**config.mk**
```make
export PLATFORM = sky130hd
export DESIGN_NAME = read_scheduler
export DESIGN_NICKNAME = d
export VERILOG_FILES = /design/src/rtl/sched_pkg.sv /design/src/rtl/tick_gen.sv /design/src/rtl/read_scheduler.sv
export SDC_FILE = /design/constraint.sdc
export NUM_CORES = 1
export LEC_CHECK = 0
export CELL_PAD_IN_SITES_DETAIL_PLACEMENT = 1
export CELL_PAD_IN_SITES_GLOBAL_PLACEMENT = 2
export CORE_MARGIN = 3
export CORE_UTILIZATION = 33
export CTS_BUF_LIST = sky130_fd_sc_hd__clkbuf_8 sky130_fd_sc_hd__clkbuf_16
export DETAILED_ROUTE_END_ITERATION = 8
export GPL_TIMING_DRIVEN = 0
export PLACE_DENSITY_LB_ADDON = 0.1
export SLEW_MARGIN = 20
export SYNTH_ARGS = -nofsm -noshare
export SYNTH_HDL_FRONTEND = slang
export SYNTH_SLANG_ARGS = --single-unit
```
**constraint.sdc**
```tcl
create_clock -name clk -period 7.6 [get_ports clk]
set_input_delay 1.9 -clock clk [delete_from_list [all_inputs] [get_ports clk]]
set_output_delay 1.9 -clock clk [all_outputs]
set_load 0.1 [all_outputs]
```
**src/rtl/sched_pkg.sv**
```systemverilog
// Shared definitions for the read scheduler: queue geometry, FSM state
// encoding and the one-hot dequeue request codes driven onto 'reading'.
package sched_pkg;

  localparam int NUMQ   = 4;
  localparam int QDEPTH = 6;
  localparam int QIDX_W = $clog2(NUMQ);
  localparam int OCC_W  = $clog2(QDEPTH + 1);

  // Ingress strobe phase on which the buffer stage acknowledges a dequeue.
  localparam logic [2:0] ACK_PHASE = 3'd4;

  typedef enum logic [1:0] {
    S_IDLE   = 2'd0,
    S_SELECT = 2'd1,
    S_ISSUE  = 2'd2,
    S_RETIRE = 2'd3
  } sched_state_t;

  localparam logic [3:0] RD_IDLE = 4'd0;
  localparam logic [3:0] RD_Q1   = 4'd1;
  localparam logic [3:0] RD_Q2   = 4'd2;
  localparam logic [3:0] RD_Q3   = 4'd4;
  localparam logic [3:0] RD_Q4   = 4'd8;

  // Map a zero-based queue index to its one-hot dequeue request.
  function automatic logic [3:0] read_code(input logic [QIDX_W-1:0] q);
    logic [3:0] code;
    case (q)
      2'd0:    code = RD_Q1;
      2'd1:    code = RD_Q2;
      2'd2:    code = RD_Q3;
      2'd3:    code = RD_Q4;
      default: code = RD_IDLE;
    endcase
    return code;
  endfunction

endpackage

```
**src/rtl/tick_gen.sv**
```systemverilog
// Free-running service tick generator: counts 0..TICK_DIV-1 and raises
// 'tick' for exactly the one cycle in which the counter sits at its top
// value, i.e. the cycle just before it wraps back to zero.
module tick_gen #(
  parameter int TICK_DIV = 150000000
) (
  input  logic clk,
  input  logic rst,
  output logic tick
);

  localparam int W = (TICK_DIV > 1) ? $clog2(TICK_DIV) : 1;
  localparam logic [W-1:0] LAST = W'(TICK_DIV - 1);

  logic [W-1:0] cnt;

  // Divider counter, cleared by reset and on wrap.
  always_ff @(posedge clk) begin
    if (rst) begin
      cnt <= '0;
    end else if (cnt == LAST) begin
      cnt <= '0;
    end else begin
      cnt <= cnt + W'(1);
    end
  end

  assign tick = (cnt == LAST);

endmodule

```
**src/rtl/read_scheduler.sv**
```systemverilog
// Read scheduler: on every service tick, picks the fullest of four queues
// and holds a one-hot dequeue request until the buffer stage acknowledges
// it (count == 4). Each completed dequeue pulses tx_valid, reports
// {queue, head payload} on tx_data and bumps that queue's counter.
//
// Build option: define SCHED_RR_EN to break ties on the largest occupancy
// round-robin (search starts after the last served queue). Without it,
// ties go to the lowest queue index and no pointer register exists.
module read_scheduler
  import sched_pkg::*;
#(
  parameter int TICK_DIV = 150000000,
  parameter int CNT_W    = 16
) (
  input  logic              clk,
  input  logic              rst,
  input  logic [OCC_W-1:0]  count1,
  input  logic [OCC_W-1:0]  count2,
  input  logic [OCC_W-1:0]  count3,
  input  logic [OCC_W-1:0]  count4,
  input  logic [11:0]       buffer1,
  input  logic [11:0]       buffer2,
  input  logic [11:0]       buffer3,
  input  logic [11:0]       buffer4,
  input  logic [2:0]        count,
  output logic [3:0]        reading,
  output logic [3:0]        tx_data,
  output logic              tx_valid,
  output logic [CNT_W-1:0]  transmitted1,
  output logic [CNT_W-1:0]  transmitted2,
  output logic [CNT_W-1:0]  transmitted3,
  output logic [CNT_W-1:0]  transmitted4
);

  logic tick;
  logic ack;

  sched_state_t state;
  sched_state_t state_next;
  logic         pending;
  logic         pending_next;
  logic [QIDX_W-1:0] sel;
  logic [QIDX_W-1:0] sel_next;
  logic [3:0]   tx_data_next;

  logic [OCC_W-1:0]  occ  [NUMQ];
  logic [1:0]        head [NUMQ];
  logic [CNT_W-1:0]  xmit [NUMQ];

  logic [QIDX_W-1:0] rr_start;
  logic [QIDX_W-1:0] best_idx;
  logic [QIDX_W-1:0] cand;
  logic [OCC_W-1:0]  best_occ;
  logic              best_found;

  // Only the head entry of each buffer matters here; the rest of each
  // buffer is folded into a sink so the unused bits are accounted for.
  logic unused_buf_bits;
  assign unused_buf_bits = ^{buffer1[9:0], buffer2[9:0], buffer3[9:0], buffer4[9:0]};

  tick_gen #(
    .TICK_DIV (TICK_DIV)
  ) u_tick_gen (
    .clk  (clk),
    .rst  (rst),
    .tick (tick)
  );

  assign ack = (count == ACK_PHASE);

  assign occ[0]  = count1;
  assign occ[1]  = count2;
  assign occ[2]  = count3;
  assign occ[3]  = count4;
  assign head[0] = buffer1[11:10];
  assign head[1] = buffer2[11:10];
  assign head[2] = buffer3[11:10];
  assign head[3] = buffer4[11:10];

`ifdef SCHED_RR_EN
  logic [QIDX_W-1:0] rr_ptr;

  // Round-robin start pointer: moves to the queue after the one just
  // served, and only when the dequeue is actually acknowledged.
  always_ff @(posedge clk) begin
    if (rst) begin
      rr_ptr <= '0;
    end else if ((state == S_ISSUE) && ack) begin
      rr_ptr <= sel + QIDX_W'(1);
    end
  end

  assign rr_start = rr_ptr;
`else
  assign rr_start = '0;
`endif

  // Largest-occupancy search; scanning from rr_start with a strict
  // comparison makes the first queue in scan order win any tie.
  always_comb begin
    best_found = 1'b0;
    best_idx   = rr_start;
    best_occ   = '0;
    cand       = rr_start;
    for (int i = 0; i < NUMQ; i++) begin
      cand = rr_start + QIDX_W'(i);
      if (occ[cand] > best_occ) begin
        best_occ   = occ[cand];
        best_idx   = cand;
        best_found = 1'b1;
      end
    end
  end

  // Next-state logic; ticks that arrive while busy collapse into a single
  // pending flag, so at most one extra service is remembered.
  always_comb begin
    state_next   = state;
    pending_next = pending;
    sel_next     = sel;
    tx_data_next = tx_data;
    case (state)
      S_IDLE: begin
        if (tick || pending) begin
          state_next   = S_SELECT;
          pending_next = 1'b0;
        end
      end
      S_SELECT: begin
        if (tick) begin
          pending_next = 1'b1;
        end
        if (best_found) begin
          sel_next     = best_idx;
          tx_data_next = {best_idx, head[best_idx]};
          state_next   = S_ISSUE;
        end else begin
          state_next = S_IDLE;
        end
      end
      S_ISSUE: begin
        if (tick) begin
          pending_next = 1'b1;
        end
        if (ack) begin
          state_next = S_RETIRE;
        end
      end
      S_RETIRE: begin
        if (tick) begin
          pending_next = 1'b1;
        end
        state_next = S_IDLE;
      end
      default: begin
        state_next = S_IDLE;
      end
    endcase
  end

  // Control registers; tx_valid is high during the RETIRE cycle only.
  always_ff @(posedge clk) begin
    if (rst) begin
      state    <= S_IDLE;
      pending  <= 1'b0;
      sel      <= '0;
      tx_data  <= '0;
      tx_valid <= 1'b0;
    end else begin
      state    <= state_next;
      pending  <= pending_next;
      sel      <= sel_next;
      tx_data  <= tx_data_next;
      tx_valid <= (state == S_ISSUE) && ack;
    end
  end

  // Served-packet counters; they wrap naturally at 2^CNT_W.
  always_ff @(posedge clk) begin
    if (rst) begin
      for (int i = 0; i < NUMQ; i++) begin
        xmit[i] <= '0;
      end
    end else if ((state == S_ISSUE) && ack) begin
      xmit[sel] <= xmit[sel] + CNT_W'(1);
    end
  end

  assign reading      = (state == S_ISSUE) ? read_code(sel) : RD_IDLE;
  assign transmitted1 = xmit[0];
  assign transmitted2 = xmit[1];
  assign transmitted3 = xmit[2];
  assign transmitted4 = xmit[3];

  // At most one dequeue request is ever raised at a time.
  a_reading_onehot: assert property (@(posedge clk) disable iff (rst) $onehot0(reading));

  // A completion pulse never overlaps a live request.
  a_valid_idle: assert property (@(posedge clk) disable iff (rst) tx_valid |-> (reading == RD_IDLE));

endmodule

```
Word level (Yosys, flattened, before mapping)

Memories as Yosys holds them, arrays and structs flattened. A register that Yosys moved wholly into a read port is not among the register bits.
Index checks and enable logic that the tools add are counted.

$add $sub $neg: 2
Equality and inequality tests: 11
Reductions and logical operators: 10
Mux-type cells: 32
$lt $le $gt $ge: 5
Bitwise gates (word level): 1

Operators with widths:

| operator                                                                         | number |
|---|---|
| 28-bit by 1-bit adder with 28-bit output (second input constant)                 | 1 |
| 28-bit == test (second input constant)                                           | 1 |
| 2-bit two-way mux                                                                | 10 |
| 16-bit by 1-bit adder with 16-bit output (second input constant)                 | 1 |
| 16-bit two-way mux                                                               | 1 |
| 4-bit case mux with 4 select lines                                               | 1 |
| 16-bit OR reduction                                                              | 1 |
| 1-bit two-way mux                                                                | 13 |
| 3-bit greater-than comparator                                                    | 3 |
| 3-bit two-way mux                                                                | 3 |
| 2-bit == test (second input constant)                                            | 4 |
| 2-bit case mux with 4 select lines                                               | 1 |
| 2-bit AND reduction                                                              | 3 |
| 2-bit binary-select mux with 2-bit select                                        | 1 |
| 2-bit by 1-bit == test with 1-bit output (second input constant)                 | 2 |
| 2-bit logical NOT                                                                | 2 |
| 4-bit two-way mux                                                                | 1 |
| 2-bit inequality test (second input constant)                                    | 2 |
| 3-bit == test (second input constant)                                            | 1 |
| 3-bit >= comparator (second input constant)                                      | 1 |
| 3-bit by 1-bit greater-than comparator with 1-bit output (second input constant) | 1 |
| 2-bit NOT with 3-bit output                                                      | 1 |
| 3-bit OR reduction                                                               | 1 |
| 2-bit by 1-bit inequality test with 1-bit output (second input constant)         | 1 |
| 4 further kinds                                                                  | 4 |

Register bits after elaboration: 38
Input port bits: 65
Bits in writable memories: 64
Memories kept: 1

Memories:

| memory | depth | bits a word | rd ports | clocked after memory_dff | write ports | line                 | RTL |
|---|---|---|---|---|---|---|---|
| xmit   | 4     | 16          | 5        | 1                        | 4           | read_scheduler.sv:48 | `logic [CNT_W-1:0] xmit [NUMQ];` |

Logic depth before layout (Yosys ltp)

Gate-level depths: netlist (run 1).

Depth in word-level cells: 12
Mapped depth: 21

By module

From an unflattened synthesis (run 1), not the netlist that was laid out.

Cell total of the unflattened synthesis: 487
Area total of the unflattened synthesis: 5,256.3 µm²

By module, submodules not included:

| module         | seq. area each (µm²) | cells an instance | times used | area an instance (µm²) |
|---|---|---|---|---|
| read_scheduler | 2,122.0              | 320               | 1          | 3,819.9 |
| tick_gen       | 560.5                | 167               | 1          | 1,436.4 |

Least setup slack after synthesis (run 1)

Ideal clock, no wire load.

Path kind: in2reg
From: input port count1[2]
To: register tx_data[0]
Path slack: 2.177 ns
Stages on the path: 17
Buffers on the path: 0
Arrival time: 5.338 ns
Required time: 7.514 ns
Cell sequence: inv_1 ha_1 nand2_1 o21ai_0 and2_1 mux2_2 ha_1 nand3_1 nand2_1 mux2_2 ha_1 nand3_1 o21ai_0 o2bb2ai_1 o311ai_0 a21oi_1 a211oi_1

Longest elaborated chain between the ends: 12
Elaborated cells on any way between the ends: 19
Classes of those cells: 4 x order compare; 13 x mux; 1 x bitwise; 1 x reduce/logical

Ends and longest elaborated chain:

| what                                                     | line                  | RTL |
|---|---|---|
| start, declared                                          | read_scheduler.sv:17  | `input logic [OCC_W-1:0] count1,` |
| 3-bit by 1-bit greater-than comparator with 1-bit output | read_scheduler.sv:107 | `if (occ[cand] > best_occ) begin` |
| 3-bit two-way mux                                        | read_scheduler.sv:107 |  |
| 3-bit greater-than comparator                            | read_scheduler.sv:107 |  |
| 3-bit two-way mux                                        | read_scheduler.sv:107 |  |
| 3-bit greater-than comparator                            | read_scheduler.sv:107 |  |
| 3-bit two-way mux                                        | read_scheduler.sv:107 |  |
| 3-bit greater-than comparator                            | read_scheduler.sv:107 |  |
| 2-bit two-way mux                                        | read_scheduler.sv:107 |  |
| 2-bit NOT with 3-bit output (implied by the code)        | read_scheduler.sv:135 | `tx_data_next = {best_idx, head[best_idx]};` |
| 2-bit binary-select mux with 2-bit select                | read_scheduler.sv:135 |  |
| 2-bit two-way mux (implied by the code) (2 in series)    | read_scheduler.sv:135 |  |
| end signal, assigned                                     | read_scheduler.sv:173 | `tx_data <= tx_data_next;` |
| end, declared                                            | read_scheduler.sv:27  | `output logic [3:0] tx_data,` |

Parallel ways exist; a longest one is shown, timed or not. The select of a mux whose other input is x is not followed.
A chain may end at the register's enable or synchronous reset.

Worst setup path in the final report (run 1)

Ends and elaborated chain as after synthesis.

==> metrics.md, run 1 <==
| Metric | Value |
|---|---|
| Outcome | `finished, final reports clean` |
| Postcts setup bufs | `0` |
| RSZ-0062 raised after global routing | `false` |
| Post_cts resized | `0` |
| Initial antenna violation count | `0` |
| CTS Hold Bufs | `0` |
| DR WL/cell | `between 15 and 20 um` |
| Area growth syn-to-layout | `29.71%` |
| Worst r2r path cells | `10` |
| Final Hold Violating Endpoints | `0` |
| Seq/Total Area, Yosys | `a little over half` |
| R2R Setup Slk | `4.84 ns` |
| Ys flop type | `edfxtp_1` |
| Fraction of layout cells with a size suffix above 1 | `under 10%` |
| CP startpoint kind | `primary input` |
| Fin Hold WS | `about 0.47 ns` |
| First-pass GRT wire length | `between 20 and 25 mm` |
| Drt via density | `approximately 5.1` |
| Fin crit share | `between 80% and 90%` |
| LEAKAGE | `between 2 and 2.5 nW` |
| Worst-Margin Slew | `around 0.99 ns` |
| Total Die Area | `roughly 17000 um^2` |
| Worst hold stages | `1` |
| Layout net count | `644` |
| Min Tclk post-route | `6.263 ns` |
| CORE AREA | `14700 um^2` |
| Cell row count | `44` |
| Max Slew Vio Count | `0` |
| Detail Route Antenna Nets | `0` |
| CTS tree | `yes` |
| Final Skew | `around 0.015 ns` |
| Initial core utilization | `between 30% and 40%` |
| Hold path start | `u_tick_gen.cnt[0]` |
| Mapped Area | `between 5000 and 6000 um^2` |
| Avg Cell Area, Syn | `around 11 um^2` |
| Critical Path Fanout Max | `7` |
| Max_slew headroom | `roughly 34%` |
| Reg clk slew, reported paths | `roughly 0.070 ns` |
| Global Route Usage Sum | `16.40%` |
| # DRC | `0` |
| Root buffer cell | `clkbuf_16` |
| DIE HEIGHT | `about 130 um` |
| Worst vdd ir | `0.08940 mV` |
| Largest net degree at the start of global routing | `18` |
| Hold Path End | `u_tick_gen.cnt[0]` |
| Highest clock rate | `approximately 0.16 GHz` |
| Yosys Warn Count | `0` |
| Detailed router's first-iteration violation count | `about 170` |
| Hold WC Path Type | `reg2reg` |
| Worst-skew pair later-pin latency | `roughly 0.35 ns` |
| Crit. End Element | `flop` |
| Detailed-route wire length | `between 10 and 15 mm` |
| FF-to-FF End | `xmit[2][12]` |
| Worst EP required | `approximately 8 ns` |
| Clock Path Buffers | `2` |
| Antenna diodes | `0` |
| Vias in the first global route | `approximately 4000` |
| Detailed placement HPWL | `around 10 mm` |
| Port bufs | `97` |
| Worst Setup SP | `count1[2]` |
| Synth unique cells | `48` |
| Pwr dens | `roughly 200 nW/um^2` |
| Post-synth EDFFs | `64` |
| Maxcap violations | `0` |
| H-tree depth | `3` |
| Die Span X | `129.3 um` |
| Routed via count | `around 3800` |
| DRT Pass-1 Iters | `4` |
| Setup TNS | `0 ns` |
| # setup viols final | `0` |
| Syn nets | `between 500 and 600` |
| Register bit total from synthesis | `slightly above 100` |
| CP arrival | `between 6 and 7 ns` |
| Final global-route overflow total | `0` |
| GPL Wtd Cong | `between 0.8 and 0.9` |
| Post-synthesis cell count | `between 400 and 500` |
| Ports | `138` |
| Total CTS buffers | `9` |
| Critical path class | `in2reg` |
| Asr flop ratio synth | `0%` |
| CTS Sinks | `slightly above 100` |
[power breakdown]
part	internal, mW	switching (mW)	leakage [nW]	total, mW
Clock	0.253	0.205	0.143	0.458
Combinational	0.0635	0.158	1.19	0.222
Sequential	0.600	0.00873	0.967	0.609
Total	0.917	0.372	2.30	1.29
[flip-flops by register name, summed over array words and instances, names as in the netlist, named ones only]
name / count
xmit: 64
u_tick_gen.cnt: 28
tx_data: 4
pending: 1
state: 1
tx_valid: 1
[worst max-delay path by stage]
stage                            end  slack [ns]
final                     tx_data[0]        1.34
after global routing      tx_data[0]        0.92
after CTS                 tx_data[0]        1.29
after detailed placement  tx_data[0]        0.94
after global placement    tx_data[0]        1.07
after floorplan           tx_data[0]        2.18
[metrics by stage]
stage / setup WS [ns] / instances / utilization, % / total power, mW / instance area (um^2)
2_1_floorplan: 2.177 / 460 / - / 0.7795 / 5020
3_3_place_gp: 1.070 / 741 / 42.32 / 0.8399 / 6221
3_5_place_dp: 0.9417 / 741 / 42.32 / 0.8445 / 6221
4_1_cts: 1.289 / 757 / 44.30 / 1.306 / 6511
5_1_grt: 0.9167 / 757 / 44.30 / 1.340 / 6511
6_report: 1.337 / 757 / 44.30 / 1.288 / 6511
[area by class of cell]
type                            count  area, um^2
Buffer                             19       103.9
Clock inverter                      7       65.06
Fill cell                        1615        8188
Clock buffer                        9       225.2
Inverter                           16       60.06
Timing Repair Buffer               97       970.9
Multi-Input combinational cell    323        2173
Tap cell                          184       230.2
Sequential cell                   102        2683
[synthesized netlist by cell type (3+ instances only)]
master    number  area share [%]
a211oi_1       4            0.60
a21oi_1       10             1.0
a311oi_1       3            0.52
and2_1         5            0.62
and3_1         6            0.75
and4_1         4            0.70
buf_2          4            0.40
clkbuf_1      11            0.82
dfxtp_1       38              15
edfxtp_1      64              38
ha_1          11             2.7
inv_1         16             1.2
mux2i_1        4            0.80
mux4_2        16             7.2
nand2_1       28             2.1
nand2b_1      11             1.4
nand3_1       22             2.2
nand4_1        7            0.87
nor2_1       107             8.0
nor3_1         6            0.60
nor4_1         5            0.62
o21ai_0        9            0.90
or2_2          3            0.37
xnor2_1       15             2.6
xor2_1        24             4.2
[cells by family (layout without fill, tap and decap cells)]
logic type,after synthesis,in the layout,synth area share [%]
adders and majority gates,11,11,2.742
xor gates and xnor gates,40,40,7.129
buffers and inverters,35,148,3.265
AOI/OAI and AO/OA,34,34,4.387
muxes,22,22,8.425
DFF,102,102,53.44
and+or+nand+nor,216,216,20.61
[placed cells by master, fill, tap and decap left out, types with 3 or more instances in the layout]
cell,synthesis,layout
nor2_1,107,107
clkdlybuf4s50_1,0,97
edfxtp_1,64,64
dfxtp_1,38,38
nand2_1,28,28
xor2_1,24,24
nand3_1,22,22
inv_1,16,17
mux4_2,16,16
xnor2_1,15,15
nand2b_1,11,11
clkbuf_1,11,11
ha_1,11,11
a21oi_1,10,10
o21ai_0,9,9
clkbuf_16,0,9
nand4_1,7,7
and3_1,6,6
nor3_1,6,6
and2_1,5,5
nor4_1,5,5
buf_2,4,4
mux2i_1,4,4
a211oi_1,4,4
and4_1,4,4
or2_2,3,3
a311oi_1,3,3
[layer usage]
metal | vias up | global-route usage, % | share of wire (%)
met5 | - | 0 | 0
met4 | 0 | 5.991 | 1.9
met3 | 16 | 2.638 | 3.6
met2 | 69 | 28.35 | 50
met1 | 1907 | 20.75 | 44
li1 | 1841 | - | -
[critical path: stages]
cell and delay, ns:
clkdlybuf4s50_1 0.47, inv_1 0.06, ha_1 0.40, nand2_1 0.07, o21ai_0 0.37, and2_1 0.31, mux2_2 0.38, ha_1 0.27
nand3_1 0.14, nand2_1 0.19, mux2_2 0.36, ha_1 0.27, nand3_1 0.07, o21ai_0 0.11, o2bb2ai_1 0.18, o311ai_0 0.61
a21oi_1 0.11, a211oi_1 0.25
Power figures use the tool's default switching activity.
==> run 2: changes to the inputs <==
--- a/config.mk
+++ b/config.mk
@@ -8,7 +8,7 @@
 export CELL_PAD_IN_SITES_DETAIL_PLACEMENT = 1
 export CELL_PAD_IN_SITES_GLOBAL_PLACEMENT = 2
 export CORE_MARGIN = 3
-export CORE_UTILIZATION = 33
+export CORE_UTILIZATION = 30
 export CTS_BUF_LIST = sky130_fd_sc_hd__clkbuf_8 sky130_fd_sc_hd__clkbuf_16
 export DETAILED_ROUTE_END_ITERATION = 8
 export GPL_TIMING_DRIVEN = 0
==> constraint.sdc (replaced) <==
create_clock -name clk -period 5.84 [get_ports clk]
set_input_delay 1.46 -clock clk [delete_from_list [all_inputs] [get_ports clk]]
set_output_delay 1.46 -clock clk [all_outputs]
set_load 0.1 [all_outputs]
==> run 2 against run 1 <==
Clock-buffer cell count is the same; register-to-register slack worse by 1.8 ns; via count is 0.78% lower; combinational power rose by 32%; sequential share of layout area decreased by 0.67 points; first-iteration DRC count decreased by 31%; final cell count is 4.2% higher; critical path type unchanged; largest cell class unchanged.
==> metrics.md, run 2 (synthesized netlist as in run 1, its figures left out) <==
| Metric | Value |
|---|---|
| Initial antenna violation count | `0 (unchanged)` |
| Final Hold Violating Endpoints | `0 (unchanged)` |
| H-tree depth | `3 (unchanged)` |
| Clock group share of total power | `37.9% (was 35.6%)` |
| Final global-route overflow total | `0 (unchanged)` |
| Min Tclk post-route | `5.454 ns` |
| Most frequent cells in the layout | `nor2_1, clkdlybuf4s50_1, edfxtp_1, dfxtp_1, nand2_1 (unchanged)` |
| Initial core utilization | `31.15% (was 34.15%)` |
| R2R Setup Slk | `3.01 ns (was 4.84 ns)` |
| LEAKAGE | `2.322 nW (was 2.303 nW)` |
| Vias in the first global route | `4250 (was 3988)` |
| FF-to-FF End | `xmit[2][1] (was xmit[2][12])` |
| WL met2 | `7.332 mm (was 6.712 mm)` |
| Final worst slack | `0.3863 ns (was 1.337 ns)` |
| CTS tree | `yes (unchanged)` |
| Fillers | `1791 (was 1615)` |
| CP startpoint kind | `primary input (unchanged)` |
| Antenna diodes | `0 (unchanged)` |
| CORE AREA | `16120 um^2 (was 14700 um^2)` |
| Detailed placement HPWL | `10.27 mm (was 9.917 mm)` |
| Crit. End Element | `flop (unchanged)` |
| Worst r2r path cells | `6 (was 10)` |
| Largest registers | `xmit: 64 flops, u_tick_gen.cnt: 28 flops, tx_data: 4 flops (unchanged)` |
| Detailed-route wire length | `13.79 mm (was 13.32 mm)` |
| Layout net count | `644 (unchanged)` |
| Reg clk slew, reported paths | `0.07 ns (about the same)` |
| Multi-input gate area | `2203 um^2 (was 2173 um^2)` |
| FF-to-FF Start | `state[0]` |
| Cell row count | `46 (was 44)` |
| Global Route Usage Sum | `15.88% (was 16.40%)` |
| FF/Latch Area | `2683 um^2 (unchanged)` |
| Maxcap violations | `0 (unchanged)` |
| # setup viols final | `0 (unchanged)` |
| Most flops, register | `xmit (unchanged)` |
| Combinational Power Share | `16.8% (was 17.2%)` |
| Setup WS pre-CTS | `-0.3877 ns (was 0.9417 ns)` |
| Post_cts resized | `2 (was 0)` |
| Worst Setup EP | `tx_data[2] (was tx_data[0])` |
| Cell Area, Placed | `6261 um^2 (was 6221 um^2)` |
| Die Span X | `135.4 um (was 129.3 um)` |
| Max Used Layer | `met4 (unchanged)` |
| Largest net degree at the start of global routing | `19 (was 18)` |
| Clock Path Buffers | `2 (unchanged)` |
| Final Instance Count excl. Fillers | `789 (was 757)` |
| Max_slew headroom | `32.50% (was 33.67%)` |
| Pwr dens | `264.3 nW/um^2 (was 197.9 nW/um^2)` |
| Worst Setup SP | `count1[2] (unchanged)` |
| Total CTS buffers | `9 (unchanged)` |
| Flop pwr share | `45.3% (was 47.2%)` |
| Switch share | `28.75% (was 28.84%)` |
| Worst-skew pair later-pin latency | `0.35 ns (about the same)` |
| Worst-Margin Slew | `1.012 ns (was 0.9918 ns)` |
| Port bufs | `97 (unchanged)` |
| DIE HEIGHT | `135.4 um (was 129.3 um)` |
| WL met3 | `498 um (was 476 um)` |
| CTS Sinks | `102 (unchanged)` |
| Ports | `138 (unchanged)` |
| Detail Route Antenna Nets | `0 (unchanged)` |
| CTS Hold Bufs | `0 (unchanged)` |
| Hold WC Path Type | `reg2reg (unchanged)` |
| Final Skew | `0.01288 ns (was 0.01458 ns)` |
| # DRC | `0 (unchanged)` |
| Critical path class | `in2reg (unchanged)` |
| Critical Path Fanout Max | `7 (unchanged)` |
| GPL Wtd Cong | `0.7507 (was 0.8139)` |
| Routed via count | `3803 (was 3833)` |
| P_sw | `0.5029 mW (was 0.3715 mW)` |
| Fin Hold WS | `0.4752 ns (was 0.4721 ns)` |
| Root buffer cell | `clkbuf_16 (unchanged)` |
| Worst EP required | `6.09 ns (was 7.86 ns)` |
| Fraction of layout cells with a size suffix above 1 | `9.948% (was 8.901%)` |
| Met1 WL | `5.782 mm (was 5.877 mm)` |
| Max reg flops | `64 (unchanged)` |
| Power Internal | `1.246 mW (was 0.9169 mW)` |
| Post-route cell area | `6619 um^2 (was 6511 um^2)` |
| Highest clock rate | `0.1834 GHz` |
| Detailed router's first-iteration violation count | `116 (was 167)` |
| DRT Pass-1 Iters | `4 (unchanged)` |
| Most common cell after layout, fill and taps aside | `nor2_1 (unchanged)` |
| Outcome | `finished, final reports clean (unchanged)` |
| Drt via density | `4.820 (was 5.063)` |
| Postcts setup bufs | `0 (unchanged)` |
| DR WL/cell | `17.48 um (was 17.59 um)` |
| Max Slew Vio Count | `0 (unchanged)` |
| First-pass GRT wire length | `22.63 mm (was 21.24 mm)` |
| Area growth syn-to-layout | `31.85% (was 29.71%)` |
| Worst vdd ir | `0.1387 mV (was 0.08940 mV)` |
| Placed cell count | `773 (was 741)` |
| Fin crit share | `approximately 93%` |
| CP arrival | `5.70 ns (was 6.53 ns)` |
| RSZ-0062 raised after global routing | `false (unchanged)` |
| Total Die Area | `18320 um^2 (was 16730 um^2)` |
-- run 2: cell types whose count changed in the layout (fill, tap and decap cells not counted), sizes merged --
cell | before | now
clkinv | 2 | 1
clkinvlp | 2 | 1
bufinv | 1 | 2
inv | 18 | 19
-- run 2: how the worst min path moves through the flow --
stage | startpoint | to | slack, ns | cells after the start
6_report | u_tick_gen.cnt[0] | u_tick_gen.cnt[0] | 0.48 | 1
5_1_grt | u_tick_gen.cnt[0] | u_tick_gen.cnt[0] | 0.51 | 1
4_1_cts | u_tick_gen.cnt[0] | u_tick_gen.cnt[0] | 0.48 | 1
3_5_place_dp | u_tick_gen.cnt[0] | u_tick_gen.cnt[0] | 0.46 | 1
3_3_place_gp | u_tick_gen.cnt[0] | u_tick_gen.cnt[0] | 0.44 | 1
2_1_floorplan | u_tick_gen.cnt[0] | u_tick_gen.cnt[0] | 0.43 | 1
-- run 2: stage by stage --
step                      power [mW]  setup TNS (ns)  utilization (%)
final                          1.749               0            41.07
after global routing           1.825               0            41.07
after CTS                      1.769               0            40.92
after detailed placement       1.100          -2.188            38.85
after global placement         1.095          -1.875            38.85
after floorplan                1.014               0                -
-- run 2: layer usage --
metal | vias up | track usage, %
met2 | 66 | 29.15
met3 | 13 | 3.009
met4 | 0 | 4.535
li1 | 1839 | -
met5 | - | 0
met1 | 1885 | 18.88
-- run 2: layout make-up --
cell class / instances / share of cell area, %
flip-flops and latches: 102 / 40.53
repair buffers: 97 / 14.67
multi-input cells: 323 / 33.29
clock inverters: 7 / 1.550
clock buffers: 9 / 3.403
well taps: 216 / 4.083
plain buffers: 19 / 1.569
inverters: 16 / 0.9074
-- run 2: power groups by stage --
stage | sequential (mW) | clock, mW | combinational [mW]
5_1_grt | 0.794 | 0.714 | 0.317
4_1_cts | 0.792 | 0.681 | 0.295
2_1_floorplan | 0.922 | 0 | 0.0923
6_report | 0.792 | 0.663 | 0.294
3_5_place_dp | 0.809 | 0 | 0.291
3_3_place_gp | 0.808 | 0 | 0.287
-- run 2: worst max-delay path, stage by stage --
cell and delay, ns:
clkdlybuf4s50_1 0.48, inv_1 0.06, ha_1 0.40, nand2_1 0.09, o21ai_2 0.18, and2_2 0.27
mux2_2 0.37, ha_1 0.18, nand3b_1 0.16, nand2_1 0.19, nand2_1 0.15, o21ai_0 0.23
ha_1 0.29, a211oi_1 0.33, o2bb2ai_2 0.18, o311a_4 0.42, a311oi_1 0.27
